--- src/rtl/btn_conditioner.sv ---
// Raw button conditioner: two-flop synchronizer, counter debounce, registered press pulses and move decode.
// Optional per-channel auto-repeat is compiled in with the BTN_AUTOREPEAT_EN macro.
module btn_conditioner #(
    parameter int unsigned DB_CYCLES = 100000,
    parameter int unsigned RPT_DELAY = 5000000,
    parameter int unsigned RPT_RATE  = 1000000,
    parameter int unsigned CNT_W     = 24
) (
    input  logic clk,
    input  logic rst_n,
    input  logic btn_center,
    input  logic btn_up,
    input  logic btn_down,
    output logic center_lvl,
    output logic up_lvl,
    output logic down_lvl,
    output logic center_pulse,
    output logic up_pulse,
    output logic down_pulse,
    output logic up_move,
    output logic down_move
);

    localparam int NCH = 3;
    localparam logic [CNT_W-1:0] CNT_ZERO = {CNT_W{1'b0}};
    localparam logic [CNT_W-1:0] CNT_ONE  = CNT_W'(1);
    localparam logic [CNT_W-1:0] DB_LAST  = CNT_W'(DB_CYCLES - 1);

    // channel order: [0] center, [1] up, [2] down
    logic [NCH-1:0] raw_s;
    logic [NCH-1:0] s1_q, s1_d, s2_q, s2_d;
    logic [NCH-1:0] lvl_q, lvl_d, lvl_prev_q, lvl_prev_d;
    logic [NCH-1:0] pulse_q, pulse_d;
    logic [NCH-1:0] rise_s;
    logic [CNT_W-1:0] dcnt_q [NCH];
    logic [CNT_W-1:0] dcnt_d [NCH];
    logic up_move_q, up_move_d, down_move_q, down_move_d;

    assign raw_s  = {btn_down, btn_up, btn_center};
    assign rise_s = lvl_q & ~lvl_prev_q;

    // Synchronizer shift, debounce counters and accepted levels
    always_comb begin
        s1_d       = raw_s;
        s2_d       = s1_q;
        lvl_d      = lvl_q;
        lvl_prev_d = lvl_q;
        for (int i = 0; i < NCH; i++) begin
            dcnt_d[i] = CNT_ZERO;
            if (s2_q[i] == lvl_q[i]) begin
                dcnt_d[i] = CNT_ZERO;
            end else if (dcnt_q[i] == DB_LAST) begin
                lvl_d[i]  = s2_q[i];
                dcnt_d[i] = CNT_ZERO;
            end else begin
                dcnt_d[i] = dcnt_q[i] + CNT_ONE;
            end
        end
    end

    // Move decode: opposing requests cancel each other
    always_comb begin
        up_move_d   = lvl_q[1] & ~lvl_q[2];
        down_move_d = lvl_q[2] & ~lvl_q[1];
    end

`ifdef BTN_AUTOREPEAT_EN
    typedef enum logic [1:0] {
        ST_IDLE   = 2'd0,
        ST_DELAY  = 2'd1,
        ST_REPEAT = 2'd2
    } rpt_state_e;

    localparam logic [CNT_W-1:0] RPT_DELAY_LAST = CNT_W'(RPT_DELAY - 1);
    localparam logic [CNT_W-1:0] RPT_RATE_LAST  = CNT_W'(RPT_RATE - 1);

    rpt_state_e     state_q [NCH];
    rpt_state_e     state_d [NCH];
    logic [CNT_W-1:0] rcnt_q [NCH];
    logic [CNT_W-1:0] rcnt_d [NCH];

    // Auto-repeat next state; a released button always drops back to idle silently
    always_comb begin
        pulse_d = 3'b000;
        for (int i = 0; i < NCH; i++) begin
            state_d[i] = state_q[i];
            rcnt_d[i]  = rcnt_q[i];
            if (!lvl_q[i]) begin
                state_d[i] = ST_IDLE;
                rcnt_d[i]  = CNT_ZERO;
            end else begin
                case (state_q[i])
                    ST_IDLE: begin
                        if (rise_s[i]) begin
                            pulse_d[i] = 1'b1;
                            state_d[i] = ST_DELAY;
                            rcnt_d[i]  = CNT_ZERO;
                        end else begin
                            state_d[i] = ST_IDLE;
                        end
                    end
                    ST_DELAY: begin
                        if (rcnt_q[i] == RPT_DELAY_LAST) begin
                            pulse_d[i] = 1'b1;
                            state_d[i] = ST_REPEAT;
                            rcnt_d[i]  = CNT_ZERO;
                        end else begin
                            rcnt_d[i] = rcnt_q[i] + CNT_ONE;
                        end
                    end
                    ST_REPEAT: begin
                        if (rcnt_q[i] == RPT_RATE_LAST) begin
                            pulse_d[i] = 1'b1;
                            rcnt_d[i]  = CNT_ZERO;
                        end else begin
                            rcnt_d[i] = rcnt_q[i] + CNT_ONE;
                        end
                    end
                    default: begin
                        state_d[i] = ST_IDLE;
                        rcnt_d[i]  = CNT_ZERO;
                    end
                endcase
            end
        end
    end

    // Auto-repeat state and counter registers
    always_ff @(posedge clk or negedge rst_n) begin
        if (!rst_n) begin
            for (int i = 0; i < NCH; i++) begin
                state_q[i] <= ST_IDLE;
                rcnt_q[i]  <= CNT_ZERO;
            end
        end else begin
            for (int i = 0; i < NCH; i++) begin
                state_q[i] <= state_d[i];
                rcnt_q[i]  <= rcnt_d[i];
            end
        end
    end
`else
    // One pulse per accepted press
    always_comb begin
        pulse_d = rise_s;
    end
`endif

    // Datapath registers
    always_ff @(posedge clk or negedge rst_n) begin
        if (!rst_n) begin
            s1_q        <= 3'b000;
            s2_q        <= 3'b000;
            lvl_q       <= 3'b000;
            lvl_prev_q  <= 3'b000;
            pulse_q     <= 3'b000;
            up_move_q   <= 1'b0;
            down_move_q <= 1'b0;
            for (int i = 0; i < NCH; i++) begin
                dcnt_q[i] <= CNT_ZERO;
            end
        end else begin
            s1_q        <= s1_d;
            s2_q        <= s2_d;
            lvl_q       <= lvl_d;
            lvl_prev_q  <= lvl_prev_d;
            pulse_q     <= pulse_d;
            up_move_q   <= up_move_d;
            down_move_q <= down_move_d;
            for (int i = 0; i < NCH; i++) begin
                dcnt_q[i] <= dcnt_d[i];
            end
        end
    end

    assign center_lvl   = lvl_q[0];
    assign up_lvl       = lvl_q[1];
    assign down_lvl     = lvl_q[2];
    assign center_pulse = pulse_q[0];
    assign up_pulse     = pulse_q[1];
    assign down_pulse   = pulse_q[2];
    assign up_move      = up_move_q;
    assign down_move    = down_move_q;

endmodule

--- config.mk ---
export PLATFORM = sky130hd
export DESIGN_NAME = btn_conditioner
export DESIGN_NICKNAME = d
export VERILOG_FILES = /design/src/rtl/btn_conditioner.sv
export SDC_FILE = /design/constraint.sdc
export NUM_CORES = 1
export LEC_CHECK = 0
export CAP_MARGIN = 20
export CORE_MARGIN = 5
export CORE_UTILIZATION = 25
export DETAILED_ROUTE_END_ITERATION = 8
export PLACE_DENSITY_LB_ADDON = 0.12
export SYNTH_ARGS = -nofsm -noshare
export SYNTH_HDL_FRONTEND = slang
export SYNTH_SLANG_ARGS = --single-unit
--- constraint.sdc ---
create_clock -name clk -period 2.25 [get_ports clk]
set_clock_uncertainty 0.15 [all_clocks]
set_input_delay 0.3375 -clock clk [delete_from_list [all_inputs] [get_ports clk]]
set_output_delay 0.3375 -clock clk [all_outputs]
set_load 0.02 [all_outputs]
**Yosys cells after proc, flatten, opt, wreduce, memory -nomap -nowiden**

Index checks and enable logic that the tools add are counted.

- Add/sub/neg operators: 3
- Reduce and logical (&&, ||, !) cells: 3
- Equality and inequality tests: 6
- Bitwise operators: 9
- Mux-type cells: 6

Operators with widths:

| operator | number |
|---|---|
| 24-bit 2-to-1 mux | 6 |
| 24-bit by 1-bit adder with 24-bit output (second input constant) | 3 |
| 24-bit by 17-bit equality test with 1-bit output (second input constant) | 3 |
| 2-bit AND reduction | 3 |
| 1-bit inverter | 5 |
| 3-bit bitwise AND | 1 |
| 1-bit equality test | 3 |
| 3-bit inverter | 1 |
| 1-bit bitwise AND | 2 |

- Output and inout port bits: 8
- Bits of input ports: 5
- Register bits: 89

**Longest topological paths before layout**

- Depth in word-level cells: 3
- Depth in mapped cells: 7
- Gate-level depth less buffers: 5

**Least setup slack after synthesis**

OpenSTA, ideal clock, no wires.

- Path type: register -> register
- From: register dcnt_q[24] (netlist bit)
- To: register dcnt_q[44] (netlist bit)
- Cell stages (with the launch flop): 7
- Setup slack: 0.136 ns
- Period minus slack after synthesis: 2.114 ns
- Data required time: 2.022 ns
- Buffers on the path: 1
- Arrival: 1.887 ns
- Cells stage by stage: dfrtp_1 > ha_1 > nand4_1 > or4_4 > buf_6 > or3b_1 > a21oi_1

RTL lines:

| element | RTL line | text |
|---|---|---|
| from (decl) | 35 | `logic [CNT_W-1:0] dcnt_q [NCH];` |
| from (signal, indexed assignment) | 171 | `dcnt_q[i] <= dcnt_d[i];` |

==> out/summary.txt <==
clk slew on worst S/H paths - 0.06 ns
CP Capture Point - dcnt_q[38]
type of origin of the critical path - flop
critical path required time - 2.37 ns
total CTS buffers - 9
setup ws final - 0.1253 ns
Final Cell Area - 5125 um^2
drt pass-1 iters - 4
Lkg Pwr - 2.054 nW
Fin Hold WS - 0.1998 ns
Final Max Tran Viols - 0
# port buffers - 12
min-delay src - s1_q[2]
Top delay family on crit path - simple AND/OR/NAND/NOR gates
cell area after synthesis - 4239 um^2
Yosys reg bits - 89
hpwl dp - 6.628 mm
ANT cells - 0
Worst-Skew Late Latency - 0.35 ns
routed vias/inst - 4.733
H-tree depth - 3
r2r worst-path depth - 5
drt wl/cell - 13.62 um
PD cells - 658.5 nW/um^2
nets@finish - 469
max_cap viols - 0
endpoints failing hold - 0
cell row count - 47
CTS tree - done
critical path depth in cells - 5
Final setup viols - 0
Detail Route Antenna Nets - 0
Distinct cells, synth - 41
Crit Path Class - flop to flop
Initial Util - 0.2556
chip width - 140.2 um
sequential share of the synthesized area - 0.5254
CTS sink count - 89
largest net degree at the start of global routing - 56
syn nets - 433
fraction of layout instances using a drive strength above 1 - 0.1223
Post-Route WL - 9.344 mm
Ys Warns - 0
initial antenna violation count - 0
first-pass GRT wire length - 16.19 mm
total via count in the routed design - 3247
upper clock frequency limit - 470.7 MHz
Slew HR - 0.6940
vias in the first global route - 3223
Final Cycle Share - 0.9443
reg-to-reg critical path startpoint - dcnt_q[25]
routability cong. - 0.7528
DRC - 0
worst-margin pin slew - 0.4557 ns
I/O pin count - 13
crit-path max FO - 11
VDD IR-drop max - 0.3922 mV
minimum clock period - 2.125 ns
crit path launch - dcnt_q[25]
TNS Setup - 0 ns
Critical Path, Cell by Cell - ha_1 > nand4_1 > or4_4 > or3_2 > a21oi_1
gr ovfl total - 0
Core Area - 16580 um^2
outcome - completed
Buf/Inv on CP - 0
Die ar. - 19660 um^2
Post-Place Worst Slack - 0.09726 ns
Layout area overhead - 20.90%
Initial DRC Count - 140
RR Endpoint - dcnt_q[38]
Post-CTS Setup Bufs - 0
clk buf depth - 2
RSZ-0062 raised after global routing - false
Worst Setup End Kind - flop
Hold Path Class - flop to flop
Area after DPL - 4787 um^2
Die Y-Extent - 140.2 um
reg-to-reg slack, setup - 0.13 ns
clock root cell - clkbuf_16
Mapped Avg Cell Area - 9.974 um^2
slowest cell on the critical path - or4_4
CP max stage delay - 0.58 ns
All-Layer GR Usage - 0.1014
Post-Syn Instances - 425
worst path arrival time - 2.24 ns
## layout make-up
type | count | area, um^2
Clock buffer | 11 | 242.7
Clock inverter | 5 | 78.83
Fill cell | 1731 | 11460
Inverter | 13 | 48.80
Multi-Input combinational cell | 309 | 1904
Sequential cell | 89 | 2227
Tap cell | 220 | 275.3
Timing Repair Buffer | 39 | 347.8
## logic make-up (layout without fill, tap and decap cells)
group,after synthesis,count (layout),synth area share
AO/OA/AOI/OAI,57,57,0.07615
multiplexers,6,6,0.01535
buffers and inverters,27,68,0.02804
XOR/XNOR,40,40,0.08264
adder cells (fa/ha/maj),3,3,0.008856
flip-flops,89,89,0.5254
AND/OR/NAND/NOR,203,203,0.2636
## worst min-delay path by stage
stage | to | slack [ns] | cells after the start
floorplan | dcnt_q[0] | -0.11 | 0
global placement | dcnt_q[47] | 0.02 | 1
detailed placement | dcnt_q[47] | 0.01 | 1
CTS | dcnt_q[47] | 0.20 | 2
global route | dcnt_q[37] | 0.21 | 2
finish | s2_q[2] | 0.20 | 0
## Yosys cell counts, drive strengths merged
| library cell | instances | area, um^2 |
|---|---|---|
| or2 | 1 | 6.260 |
| and2 | 5 | 31.28 |
| o41ai | 1 | 8.760 |
| a211oi | 1 | 7.510 |
| or3 | 18 | 113.9 |
| a21o | 1 | 7.510 |
| nor4b | 1 | 8.760 |
| mux2 | 4 | 45.04 |
| a21oi | 26 | 130.1 |
| and3 | 5 | 31.28 |
| nor4 | 15 | 93.84 |
| or3b | 1 | 8.760 |
| nand2 | 21 | 78.83 |
| or4b | 2 | 20.02 |
| dfrtp | 89 | 2227 |
| nor3 | 5 | 25.02 |
| nand3 | 27 | 140.1 |
| ha | 3 | 37.54 |
| buf | 9 | 51.30 |
| nor2b | 6 | 37.54 |
| nand4b | 2 | 17.52 |
| o31ai | 8 | 65.06 |
| nand4 | 21 | 131.4 |
| or4 | 11 | 86.33 |
| inv | 13 | 48.80 |
| xor2 | 22 | 192.7 |
| clkbuf | 5 | 18.77 |
| xnor2 | 18 | 157.7 |
| nand3b | 1 | 7.510 |
| and4 | 9 | 80.08 |
| nor3b | 1 | 7.510 |
| o21ai | 19 | 95.09 |
| mux2i | 2 | 20.02 |
| a31o | 1 | 8.760 |
| nor2 | 51 | 191.4 |
## power breakdown
part	leakage, nW	internal [mW]	switching (mW)
Clock	0.159	1.00	0.624
Sequential	1.22	1.62	0.0181
Combinational	0.672	0.0410	0.0717
Total	2.05	2.66	0.713
## through the flow
| step | std cells | util | total power, mW |
|---|---|---|---|
| floorplan | 425 | - | 1.707 |
| global placement | 669 | 0.2887 | 1.783 |
| detailed placement | 669 | 0.2887 | 1.784 |
| CTS | 686 | 0.3087 | 3.450 |
| global route | 686 | 0.3090 | 3.526 |
| finish | 686 | 0.3090 | 3.375 |
## cells in the final DEF, fill, tap and decap left out, drive strengths merged, types with 2 or more instances in the layout
cell           instances
a21oi                 26
clkinv                 3
nand2                 21
and2                   5
nor2b                  6
o31ai                  8
and4                   9
inv                   13
o21ai                 19
buf                   27
nand4                 21
xnor2                 18
xor2                  22
or4                   11
mux2                   4
nor2                  51
nor3                   5
clkdlybuf4s50         11
dfrtp                 89
nor4                  15
or3                   18
or4b                   2
clkbuf                11
ha                     3
nand4b                 2
nand3                 27
mux2i                  2
and3                   5
bufinv                 2
## what timing repair did
item                                    4_1_cts  5_1_grt
hold buffers                                  1        0
endpoints found under the setup margin        0        9
gates resized for setup                       0        1
endpoints found under the hold margin        89        0
## layer usage
metal,vias to the layer above,track usage,share of wire,wire (um)
met5,-,0,0,0
met4,0,0.02907,0.012,108
met3,9,0.03442,0.029,267
met2,24,0.1568,0.47,4380
met1,1610,0.1355,0.49,4588
li1,1604,-,-,-
## sequential cells by signal (all words and copies together) (netlist names)
name / cells
pulse_q: 3
lvl_prev_d: 3
lvl_prev_q: 3
dcnt_q: 72
up_move: 1
s2_q: 3
down_move: 1
s1_q: 3
Power figures use the tool's default switching activity.
